### src/rtl/platform_pkg.sv
// Platform-wide bus geometry shared by crossbar masters and slaves.
package platform_pkg;
  localparam int unsigned SEC_WB_AW = 32;
  localparam int unsigned SEC_WB_DW = 128;
endpackage

### src/rtl/video_line_fetcher_if.sv
// Pipelined Wishbone bus bundle (cyc/stb/stall handshake) with master and slave views.
interface wishbone_if
  import platform_pkg::*;
#(
  parameter int unsigned AW = SEC_WB_AW,
  parameter int unsigned DW = SEC_WB_DW
);
  logic          cyc;
  logic          stb;
  logic          we;
  logic [AW-1:0] adr;
  logic [DW/8-1:0] sel;
  logic [DW-1:0] dat_w;
  logic [DW-1:0] dat_r;
  logic          ack;
  logic          err;
  logic          rty;
  logic          stall;

  modport MASTER (
    output cyc, stb, we, adr, sel, dat_w,
    input  dat_r, ack, err, rty, stall
  );

  modport SLAVE (
    input  cyc, stb, we, adr, sel, dat_w,
    output dat_r, ack, err, rty, stall
  );
endinterface

### src/rtl/video_line_fetcher.sv
// Streams one framebuffer of 128-bit words over pipelined Wishbone reads into a FWFT pixel FIFO.
// Define VIDEO_FETCH_UNDERFLOW_CNT_EN to build the saturating pixel-side underflow counter.
module video_line_fetcher
  import platform_pkg::*;
#(
  parameter int unsigned FRAME_WORDS = 19200,
  parameter int unsigned FIFO_DEPTH  = 16
) (
  input  logic                 clk_i,
  input  logic                 rstn_i,
  wishbone_if.MASTER           wb_if,
  input  logic [SEC_WB_AW-1:0] fb_base_i,
  input  logic                 sof_i,
  input  logic                 pix_rd_i,
  output logic [SEC_WB_DW-1:0] pix_data_o,
  output logic                 pix_valid_o,
  output logic                 busy_o,
  output logic                 err_o,
  output logic [15:0]          underflow_cnt_o
);

  localparam int unsigned PTR_W = $clog2(FIFO_DEPTH);
  localparam int unsigned CNT_W = $clog2(FIFO_DEPTH + 1);
  localparam int unsigned CRD_W = CNT_W + 1;
  localparam int unsigned ISS_W = $clog2(FRAME_WORDS + 1);

  typedef enum logic [1:0] {IDLE, FETCH, WAIT} state_e;

  state_e               state_q, state_n;
  logic                 cyc_q, cyc_n;
  logic                 stb_q, stb_n;
  logic                 busy_q, err_q, valid_q;
  logic [SEC_WB_AW-1:0] addr_q;
  logic [ISS_W-1:0]     issued_q, issued_adv_c;
  logic [CNT_W-1:0]     out_q, out_n;
  logic [CNT_W-1:0]     cnt_q, cnt_n;
  logic [PTR_W-1:0]     wr_ptr_q, rd_ptr_q;
  logic [SEC_WB_DW-1:0] mem_q [FIFO_DEPTH];

  logic accept_c, ack_c, bus_err_c, push_c, pop_c, start_c, credit_c;
  logic unused_rty_c;

  // Bus responses only count while a cycle is open; late acks after an abort are dropped.
  assign accept_c     = stb_q & ~wb_if.stall;
  assign ack_c        = cyc_q & wb_if.ack;
  assign bus_err_c    = cyc_q & wb_if.err;
  assign push_c       = ack_c;
  assign pop_c        = pix_rd_i & valid_q;
  assign start_c      = (state_q == IDLE) & sof_i;
  assign unused_rty_c = wb_if.rty;

  assign cnt_n        = cnt_q + CNT_W'(push_c) - CNT_W'(pop_c);
  assign out_n        = bus_err_c ? '0 : (out_q + CNT_W'(accept_c) - CNT_W'(ack_c));
  assign issued_adv_c = issued_q + ISS_W'(accept_c);
  // Credit counts words already buffered plus reads still in flight.
  assign credit_c     = (CRD_W'(cnt_n) + CRD_W'(out_n)) < CRD_W'(FIFO_DEPTH);

  always_ff @(posedge clk_i or negedge rstn_i) begin
    if (!rstn_i) begin
      state_q <= IDLE;
      cyc_q   <= 1'b0;
      stb_q   <= 1'b0;
      busy_q  <= 1'b0;
    end else begin
      state_q <= state_n;
      cyc_q   <= cyc_n;
      stb_q   <= stb_n;
      busy_q  <= (state_n != IDLE);
    end
  end

  always_comb begin
    state_n = state_q;
    cyc_n   = cyc_q;
    stb_n   = stb_q;
    unique case (state_q)
      IDLE: begin
        cyc_n = 1'b0;
        stb_n = 1'b0;
        if (sof_i) begin
          state_n = FETCH;
          cyc_n   = 1'b1;
          stb_n   = credit_c;
        end
      end
      FETCH: begin
        if (stb_q && wb_if.stall) begin
          stb_n = 1'b1;
        end else if (issued_adv_c == ISS_W'(FRAME_WORDS)) begin
          state_n = WAIT;
          stb_n   = 1'b0;
        end else if (accept_c && !credit_c) begin
          state_n = WAIT;
          stb_n   = 1'b0;
        end else begin
          stb_n = credit_c;
        end
      end
      WAIT: begin
        stb_n = 1'b0;
        // Drain in-flight reads with cyc held, then decide only after cyc has been low a cycle.
        if (cyc_q) begin
          if (out_n == '0) cyc_n = 1'b0;
        end else if (issued_q == ISS_W'(FRAME_WORDS)) begin
          state_n = IDLE;
        end else if (credit_c) begin
          state_n = FETCH;
          cyc_n   = 1'b1;
          stb_n   = 1'b1;
        end
      end
      default: begin
        state_n = IDLE;
        cyc_n   = 1'b0;
        stb_n   = 1'b0;
      end
    endcase
    if (bus_err_c) begin
      state_n = IDLE;
      cyc_n   = 1'b0;
      stb_n   = 1'b0;
    end
  end

  always_ff @(posedge clk_i or negedge rstn_i) begin
    if (!rstn_i) begin
      addr_q   <= '0;
      issued_q <= '0;
      out_q    <= '0;
      err_q    <= 1'b0;
    end else begin
      if (start_c) begin
        addr_q   <= fb_base_i;
        issued_q <= '0;
      end else if (accept_c) begin
        addr_q   <= addr_q + SEC_WB_AW'(1);
        issued_q <= issued_adv_c;
      end
      out_q <= out_n;
      if (bus_err_c || (sof_i && state_q != IDLE)) err_q <= 1'b1;
    end
  end

  // FIFO bookkeeping; pointers wrap naturally because the depth is a power of two.
  always_ff @(posedge clk_i or negedge rstn_i) begin
    if (!rstn_i) begin
      wr_ptr_q <= '0;
      rd_ptr_q <= '0;
      cnt_q    <= '0;
      valid_q  <= 1'b0;
    end else begin
      if (push_c) wr_ptr_q <= wr_ptr_q + PTR_W'(1);
      if (pop_c)  rd_ptr_q <= rd_ptr_q + PTR_W'(1);
      cnt_q   <= cnt_n;
      valid_q <= (cnt_n != '0);
    end
  end

  always_ff @(posedge clk_i) begin
    if (push_c) mem_q[wr_ptr_q] <= wb_if.dat_r;
  end

  a_no_push_when_full: assert property (@(posedge clk_i) disable iff (!rstn_i)
    !(push_c && cnt_q == CNT_W'(FIFO_DEPTH)));

`ifdef VIDEO_FETCH_UNDERFLOW_CNT_EN
  logic [15:0] uf_q;

  always_ff @(posedge clk_i or negedge rstn_i) begin
    if (!rstn_i) begin
      uf_q <= '0;
    end else if (pix_rd_i && !valid_q && uf_q != 16'hFFFF) begin
      uf_q <= uf_q + 16'd1;
    end
  end

  assign underflow_cnt_o = uf_q;
`else
  assign underflow_cnt_o = 16'd0;
`endif

  assign wb_if.cyc   = cyc_q;
  assign wb_if.stb   = stb_q;
  assign wb_if.we    = 1'b0;
  assign wb_if.adr   = addr_q;
  assign wb_if.sel   = '1;
  assign wb_if.dat_w = '0;

  assign pix_data_o  = mem_q[rd_ptr_q];
  assign pix_valid_o = valid_q;
  assign busy_o      = busy_q;
  assign err_o       = err_q;

endmodule

### src/flat_wrapper.sv
// flat-port wrapper written by rule: the top's interface ports become plain ports
module video_line_fetcher_flat import platform_pkg::*;
#(
  parameter int unsigned FRAME_WORDS = 19200,
  parameter int unsigned FIFO_DEPTH  = 16
)
  (clk_i, rstn_i, fb_base_i, sof_i, pix_rd_i, pix_data_o, pix_valid_o, busy_o, err_o, underflow_cnt_o, wb_if_cyc, wb_if_stb, wb_if_we, wb_if_adr, wb_if_sel, wb_if_dat_w, wb_if_dat_r, wb_if_ack, wb_if_err, wb_if_rty, wb_if_stall);
  wishbone_if wb_if_i ();
  input  logic clk_i;
  input  logic rstn_i;
  input  logic [SEC_WB_AW-1:0] fb_base_i;
  input  logic sof_i;
  input  logic pix_rd_i;
  output logic [SEC_WB_DW-1:0] pix_data_o;
  output logic pix_valid_o;
  output logic busy_o;
  output logic err_o;
  output logic [15:0] underflow_cnt_o;
  output wire logic [$bits(wb_if_i.cyc)-1:0] wb_if_cyc;
  output wire logic [$bits(wb_if_i.stb)-1:0] wb_if_stb;
  output wire logic [$bits(wb_if_i.we)-1:0] wb_if_we;
  output wire logic [$bits(wb_if_i.adr)-1:0] wb_if_adr;
  output wire logic [$bits(wb_if_i.sel)-1:0] wb_if_sel;
  output wire logic [$bits(wb_if_i.dat_w)-1:0] wb_if_dat_w;
  input wire logic [$bits(wb_if_i.dat_r)-1:0] wb_if_dat_r;
  input wire logic [$bits(wb_if_i.ack)-1:0] wb_if_ack;
  input wire logic [$bits(wb_if_i.err)-1:0] wb_if_err;
  input wire logic [$bits(wb_if_i.rty)-1:0] wb_if_rty;
  input wire logic [$bits(wb_if_i.stall)-1:0] wb_if_stall;
  assign wb_if_cyc = wb_if_i.cyc;
  assign wb_if_stb = wb_if_i.stb;
  assign wb_if_we = wb_if_i.we;
  assign wb_if_adr = wb_if_i.adr;
  assign wb_if_sel = wb_if_i.sel;
  assign wb_if_dat_w = wb_if_i.dat_w;
  assign wb_if_i.dat_r = wb_if_dat_r;
  assign wb_if_i.ack = wb_if_ack;
  assign wb_if_i.err = wb_if_err;
  assign wb_if_i.rty = wb_if_rty;
  assign wb_if_i.stall = wb_if_stall;
  video_line_fetcher #(.FRAME_WORDS(FRAME_WORDS), .FIFO_DEPTH(FIFO_DEPTH)) u_core (.clk_i(clk_i), .rstn_i(rstn_i), .wb_if(wb_if_i), .fb_base_i(fb_base_i), .sof_i(sof_i), .pix_rd_i(pix_rd_i), .pix_data_o(pix_data_o), .pix_valid_o(pix_valid_o), .busy_o(busy_o), .err_o(err_o), .underflow_cnt_o(underflow_cnt_o));
endmodule
### config.mk
export PLATFORM = sky130hd
export DESIGN_NAME = video_line_fetcher_flat
export DESIGN_NICKNAME = d
export VERILOG_FILES = /design/src/rtl/platform_pkg.sv /design/src/rtl/video_line_fetcher_if.sv /design/src/rtl/video_line_fetcher.sv /design/src/flat_wrapper.sv
export SDC_FILE = /design/constraint.sdc
export NUM_CORES = 2
export LEC_CHECK = 0
export ABC_AREA = 1
export BUFFER_PORTS_ARGS = -buffer_cell sky130_fd_sc_hd__buf_4
export CORE_UTILIZATION = 30
export CTS_CLUSTER_SIZE = 40
export DETAILED_ROUTE_END_ITERATION = 6
export MAX_ROUTING_LAYER = met4
export PLACE_DENSITY = 0.5
export SETUP_SLACK_MARGIN = 0.15
export SYNTH_ARGS = -nofsm -noshare
export SYNTH_HDL_FRONTEND = slang
export SYNTH_SLANG_ARGS = --single-unit
### constraint.sdc
create_clock -name clk_i -period 8 [get_ports clk_i]
set_input_delay 0.4 -clock clk_i [delete_from_list [all_inputs] [get_ports clk_i]]
set_output_delay 0.4 -clock clk_i [all_outputs]
set_load 0.01 [all_outputs]
==> tab_implementation.tex <==
\begin{tabular}{lr}
\hline
Metric & Value \\
\hline
\multicolumn{2}{l}{\textbf{Outcome}} \\
\quad Run status & finished clean \\
\multicolumn{2}{l}{\textbf{Power and ir drop}} \\
\quad LEAKAGE & 32.1 nW \\
\quad Peak ir drop on the vdd network & 0.000286 V \\
\quad Internal portion of total power & 22.4 mW \\
\quad Net switching fraction of the power & 0.366 \\
\quad Share of total power in combinational logic & 0.334 \\
\quad Proportion of power drawn by the clock network & 0.291 \\
\quad Sequential Power Share & 0.375 \\
\quad Power density cells & 356 nW/um2 \\
\quad Net switching power & 13.0 mW \\
\multicolumn{2}{l}{\textbf{Critical path}} \\
\quad Startpoint class of the critical path & flop \\
\quad Category of the most critical setup path & reg2out \\
\quad Crit path to & pix\_data\_o[6] \\
\quad Worst setup slack for register-to-register paths & 4140 ps \\
\quad Critical Path Stages & 7 \\
\quad Family of cells with the greatest summed delay on the critical path & buffers and inverters \\
\quad Largest stage delay on the critical path & 900 ps \\
\quad Series of cell instances along the critical path & buf\_12 > buf\_12 > o21ai\_0 > o221ai\_1 > o21ai\_1 > o22ai\_1 > buf\_4 \\
\quad Path depth of the worst reg2reg path & 19 \\
\quad FF-to-FF Start & u\_core.wb\_if.cyc \\
\quad Cell with the largest stage delay on the worst path & dfrtp\_4 \\
\quad Crit path buf inv count & 3 \\
\quad Cell with the most instances on the worst path & buf\_12 \\
\quad Maximum fanout count along the critical path & 210 \\
\quad Data required, critical path & 7600 ps \\
\quad Crit end category & primary output \\
\quad Reg-to-Reg End & u\_core.busy\_o \\
\quad CP Launch Point & u\_core.rd\_ptr\_q[0] \\
\quad Critical path data arrival time & 4790 ps \\
\multicolumn{2}{l}{\textbf{Routing}} \\
\quad Router iterations before antenna repair & 5 \\
\quad Number of nets with antenna violations after routing & 0 \\
\quad Drc violations & 0 \\
\quad Routed WL per cell & 22.9 um \\
\quad Violation count after the first detailed-route iteration & 4,542 \\
\quad Vias & 53,700 \\
\quad Total Routed Length & 243,000 um \\
\quad Number of vias per cell & 5.06 \\
\multicolumn{2}{l}{\textbf{Place}} \\
\quad Placed cell count & 10,000 \\
\quad Routability congestion estimate from global placement & 0.830 \\
\quad Placed wire-length estimate & 119,000 um \\
\quad Input/output buffers & 331 \\
\multicolumn{2}{l}{\textbf{Floorplanning}} \\
\quad Total Die Area & 284,000 um2 \\
\quad Die Y-Extent & 533 um \\
\quad Initial cell density of the core & 0.302 \\
\quad Number of core rows & 194 \\
\quad Die Width & 533 um \\
\quad Floorplan Core Area & 280,000 um2 \\
\quad Number of placed I/O pins & 494 \\
\multicolumn{2}{l}{\textbf{Timing}} \\
\quad Final critical delay including setup and external delays & 5190 ps \\
\quad Worst-case headroom to the max-slew limit & 0.198 \\
\quad RSZ-0062 raised after global routing & false \\
\quad Final Hold Fails & 0 \\
\quad TNS Setup & 0 ps \\
\quad Max Clock Freq & 0.193 GHz \\
\quad Total of endpoints with negative setup slack in the final report & 0 \\
\quad Worst-Margin Slew & 1200 ps \\
\quad Post-route clock period utilization & 0.649 \\
\quad Fin. max-slew vios & 0 \\
\quad Post-route clock skew & 74.5 ps \\
\multicolumn{2}{l}{\textbf{Clocking}} \\
\quad Cell at the root of the clock tree & clkbuf\_16 \\
\quad Number of buffers inserted during clock tree synthesis & 230 \\
\quad Clock slew seen by the registers of the worst setup and hold paths & 60 ps \\
\quad Number of buffers between clock root and the deepest sink & 4 \\
\quad Num Clock Sinks & 2,120 \\
\quad Clock H-tree levels & 4 \\
\quad Clock latency on the worst-skew pair & 910 ps \\
\quad TritonCTS clock tree & built \\
\multicolumn{2}{l}{\textbf{Global route}} \\
\quad Number of global-route vias before repair & 51,500 \\
\quad Overall routing resource usage & 0.170 \\
\quad Overflow left after global routing & 0 \\
\quad Maximum number of pins on one net before global-route repair & 211 \\
\quad Number of antenna violations at the first check in global routing & 51 \\
\quad First-pass GRT wire length & 352,000 um \\
\multicolumn{2}{l}{\textbf{Synthesis}} \\
\quad Register bit count reported by yosys & 2,120 \\
\quad Post-synthesis cell type count & 47 \\
\quad Top cells by area in the synthesized netlist & edfxtp\_1, o21ai\_0, nor2\_1 \\
\quad Area share of the leading cell type in the synthesized netlist & 0.727 \\
\quad Cell count after synthesis & 6,292 \\
\quad Top cell type by total area after synthesis & edfxtp\_1 \\
\quad Avg Inst Size Synth & 13.4 um2 \\
\quad Syn Std Cell Area & 84,500 um2 \\
\quad Portion of the post-synthesis area used by sequential elements & 0.749 \\
\quad Syn. warnings & 0 \\
\multicolumn{2}{l}{\textbf{Finish}} \\
\quad FILL cells & 26,900 \\
\quad Share of layout cells above drive strength 1 & 0.113 \\
\quad Number of nets in the finished design & 6,868 \\
\quad Core occupancy in the finished layout & 0.355 \\
\quad Cell Count, Final, Fillers Out & 10,600 \\
\quad Relative area change from synthesis to final layout & 17.5\% \\
\multicolumn{2}{l}{\textbf{Job}} \\
\quad Total of max-cap violations & 0 \\
\multicolumn{2}{l}{\textbf{Worst hold path}} \\
\quad Hold Path Class & in2async \\
\hline
\end{tabular}
## routing by layer
layer	part of all wire	wire length (um)	up-vias	GRT usage
li1	-	-	24200	-
met1	0.44	107000	27500	0.225
met2	0.47	114000	1661	0.269
met3	0.068	16500	339	0.0355
met4	0.020	4890	0	0.0375
met5	0	0	-	-
## cells in the mapped netlist, drive strengths merged
cell and n:
inv 105, nor3 15, o221ai 221, nor3b 1, o32ai 11, nand3 82, a211o 1, o21bai 4
clkinv 3, dfrtp 72, nand2 235, nand4 23, a31o 2, o21ai 1158, fa 2, clkbuf 299
ha 21, xnor2 5, buf 295, mux2i 22, nor2 1164, conb 2, o221a 2, a21o 2
or2 1, xor2 21, o311ai 2, o211ai 119, a21oi 10, edfxtp 2048, o22ai 328, a31oi 4
nor4 11, o31ai 1
## per-stage QoR
| step | hold WS [ps] | area, um2 | total power, mW | setup slack [ps] |
|---|---|---|---|---|
| 6_report | 238 | 99300 | 35.4 | 2810 |
| 4_1_cts | 195 | 99200 | 35.8 | 2700 |
| 2_1_floorplan | 104 | 85100 | 20.4 | 1270 |
| 3_5_place_dp | 310 | 90300 | 25.4 | 3650 |
| 5_1_grt | 255 | 99300 | 37.3 | 2560 |
| 3_3_place_gp | 299 | 90300 | 25.2 | 3610 |
## tightest hold or removal path: cells and delay by family
| kind | cells | cell delay, ps |
|---|---|---|
| buffers and inverters | 3 | 1220 |
## cell usage in the layout (no fill, tap or decap), types with 4 or more instances in the layout
cell,n
dfrtp_1,68
mux2i_1,22
clkbuf_1,54
edfxtp_1,2048
buf_4,400
nor2_2,4
clkinv_4,6
conb_1,161
inv_8,4
ha_1,21
dfrtp_4,4
nand2_1,234
nand4_1,23
o21bai_1,4
buf_12,21
xnor2_1,5
diode_2,37
dlygate4sd3_1,167
xor2_1,21
a31oi_1,4
o21ai_0,1119
clkinv_2,34
inv_2,4
nor2_1,1142
nor4_1,9
o211ai_1,119
inv_1,98
o22ai_1,328
clkbuf_16,233
o32ai_1,11
bufinv_16,20
clkinvlp_4,6
nand3_1,80
inv_6,4
clkinv_1,50
nor3_1,12
o221ai_1,221
a21oi_1,10
nor2_4,18
o21ai_1,39
## flip-flops by register name (all words and copies together) (netlist names)
register	flops
u_core.rd_ptr_q	4
u_core.wb_if.stb	1
u_core.busy_o	1
u_core.cnt_q	5
u_core.issued_q	15
u_core.mem_q	2048
u_core.state_q	2
u_core.pix_valid_o	1
u_core.wr_ptr_q	4
u_core.out_q	5
u_core.wb_if.adr	32
u_core.wb_if.cyc	1
u_core.err_o	1
## cell families after synthesis
| kind of cell | Yosys count | share of synthesized area |
|---|---|---|
| simple gates | 1532 | 0.0716 |
| flops | 2120 | 0.749 |
| compound gates | 1865 | 0.130 |
| other cells | 2 | 0.0000888 |
| mux | 22 | 0.00260 |
| xor+xnor | 26 | 0.00269 |
| fa+ha+maj | 23 | 0.00358 |
| buf+inv | 702 | 0.0411 |
## layout make-up
cell class                 count  area [um2]  share of cell area
sequential                  2120       63300               0.637
multi-input combinational   3629       18500               0.186
clock buffer                 288        6050              0.0609
timing repair buffer         588        5090              0.0513
tap                         3724        4660              0.0469
clock inverter               123        1190              0.0120
inverter                     108         433             0.00436
antenna                       37        92.6            0.000932
## worst min-delay path by stage
stage	end	slack, ps	cells past startpoint
4_1_cts	u_core.wb_if.adr[0]	200	3
3_3_place_gp	u_core.wb_if.adr[27]	300	1
2_1_floorplan	u_core.busy_o	100	0
6_report	u_core.wb_if.adr[2]	240	3
5_1_grt	u_core.wb_if.adr[9]	250	4
3_5_place_dp	u_core.wb_if.adr[27]	310	1
## power by group through the flow
stage / Sequential, mW / Combinational, mW / Clock (mW)
5_1_grt: 13.3 / 13.0 / 10.9
3_3_place_gp: 13.5 / 11.7 / 0
4_1_cts: 13.3 / 12.0 / 10.5
6_report: 13.3 / 11.8 / 10.3
3_5_place_dp: 13.5 / 11.9 / 0
2_1_floorplan: 13.3 / 7.14 / 0
## timing repair
action	4_1_cts	5_1_grt
setup buffers	0	0
hold buffers	167	0
endpoints found under the hold margin	2160	0
gates resized for setup	0	0
(Power assumes the default switching activity.)
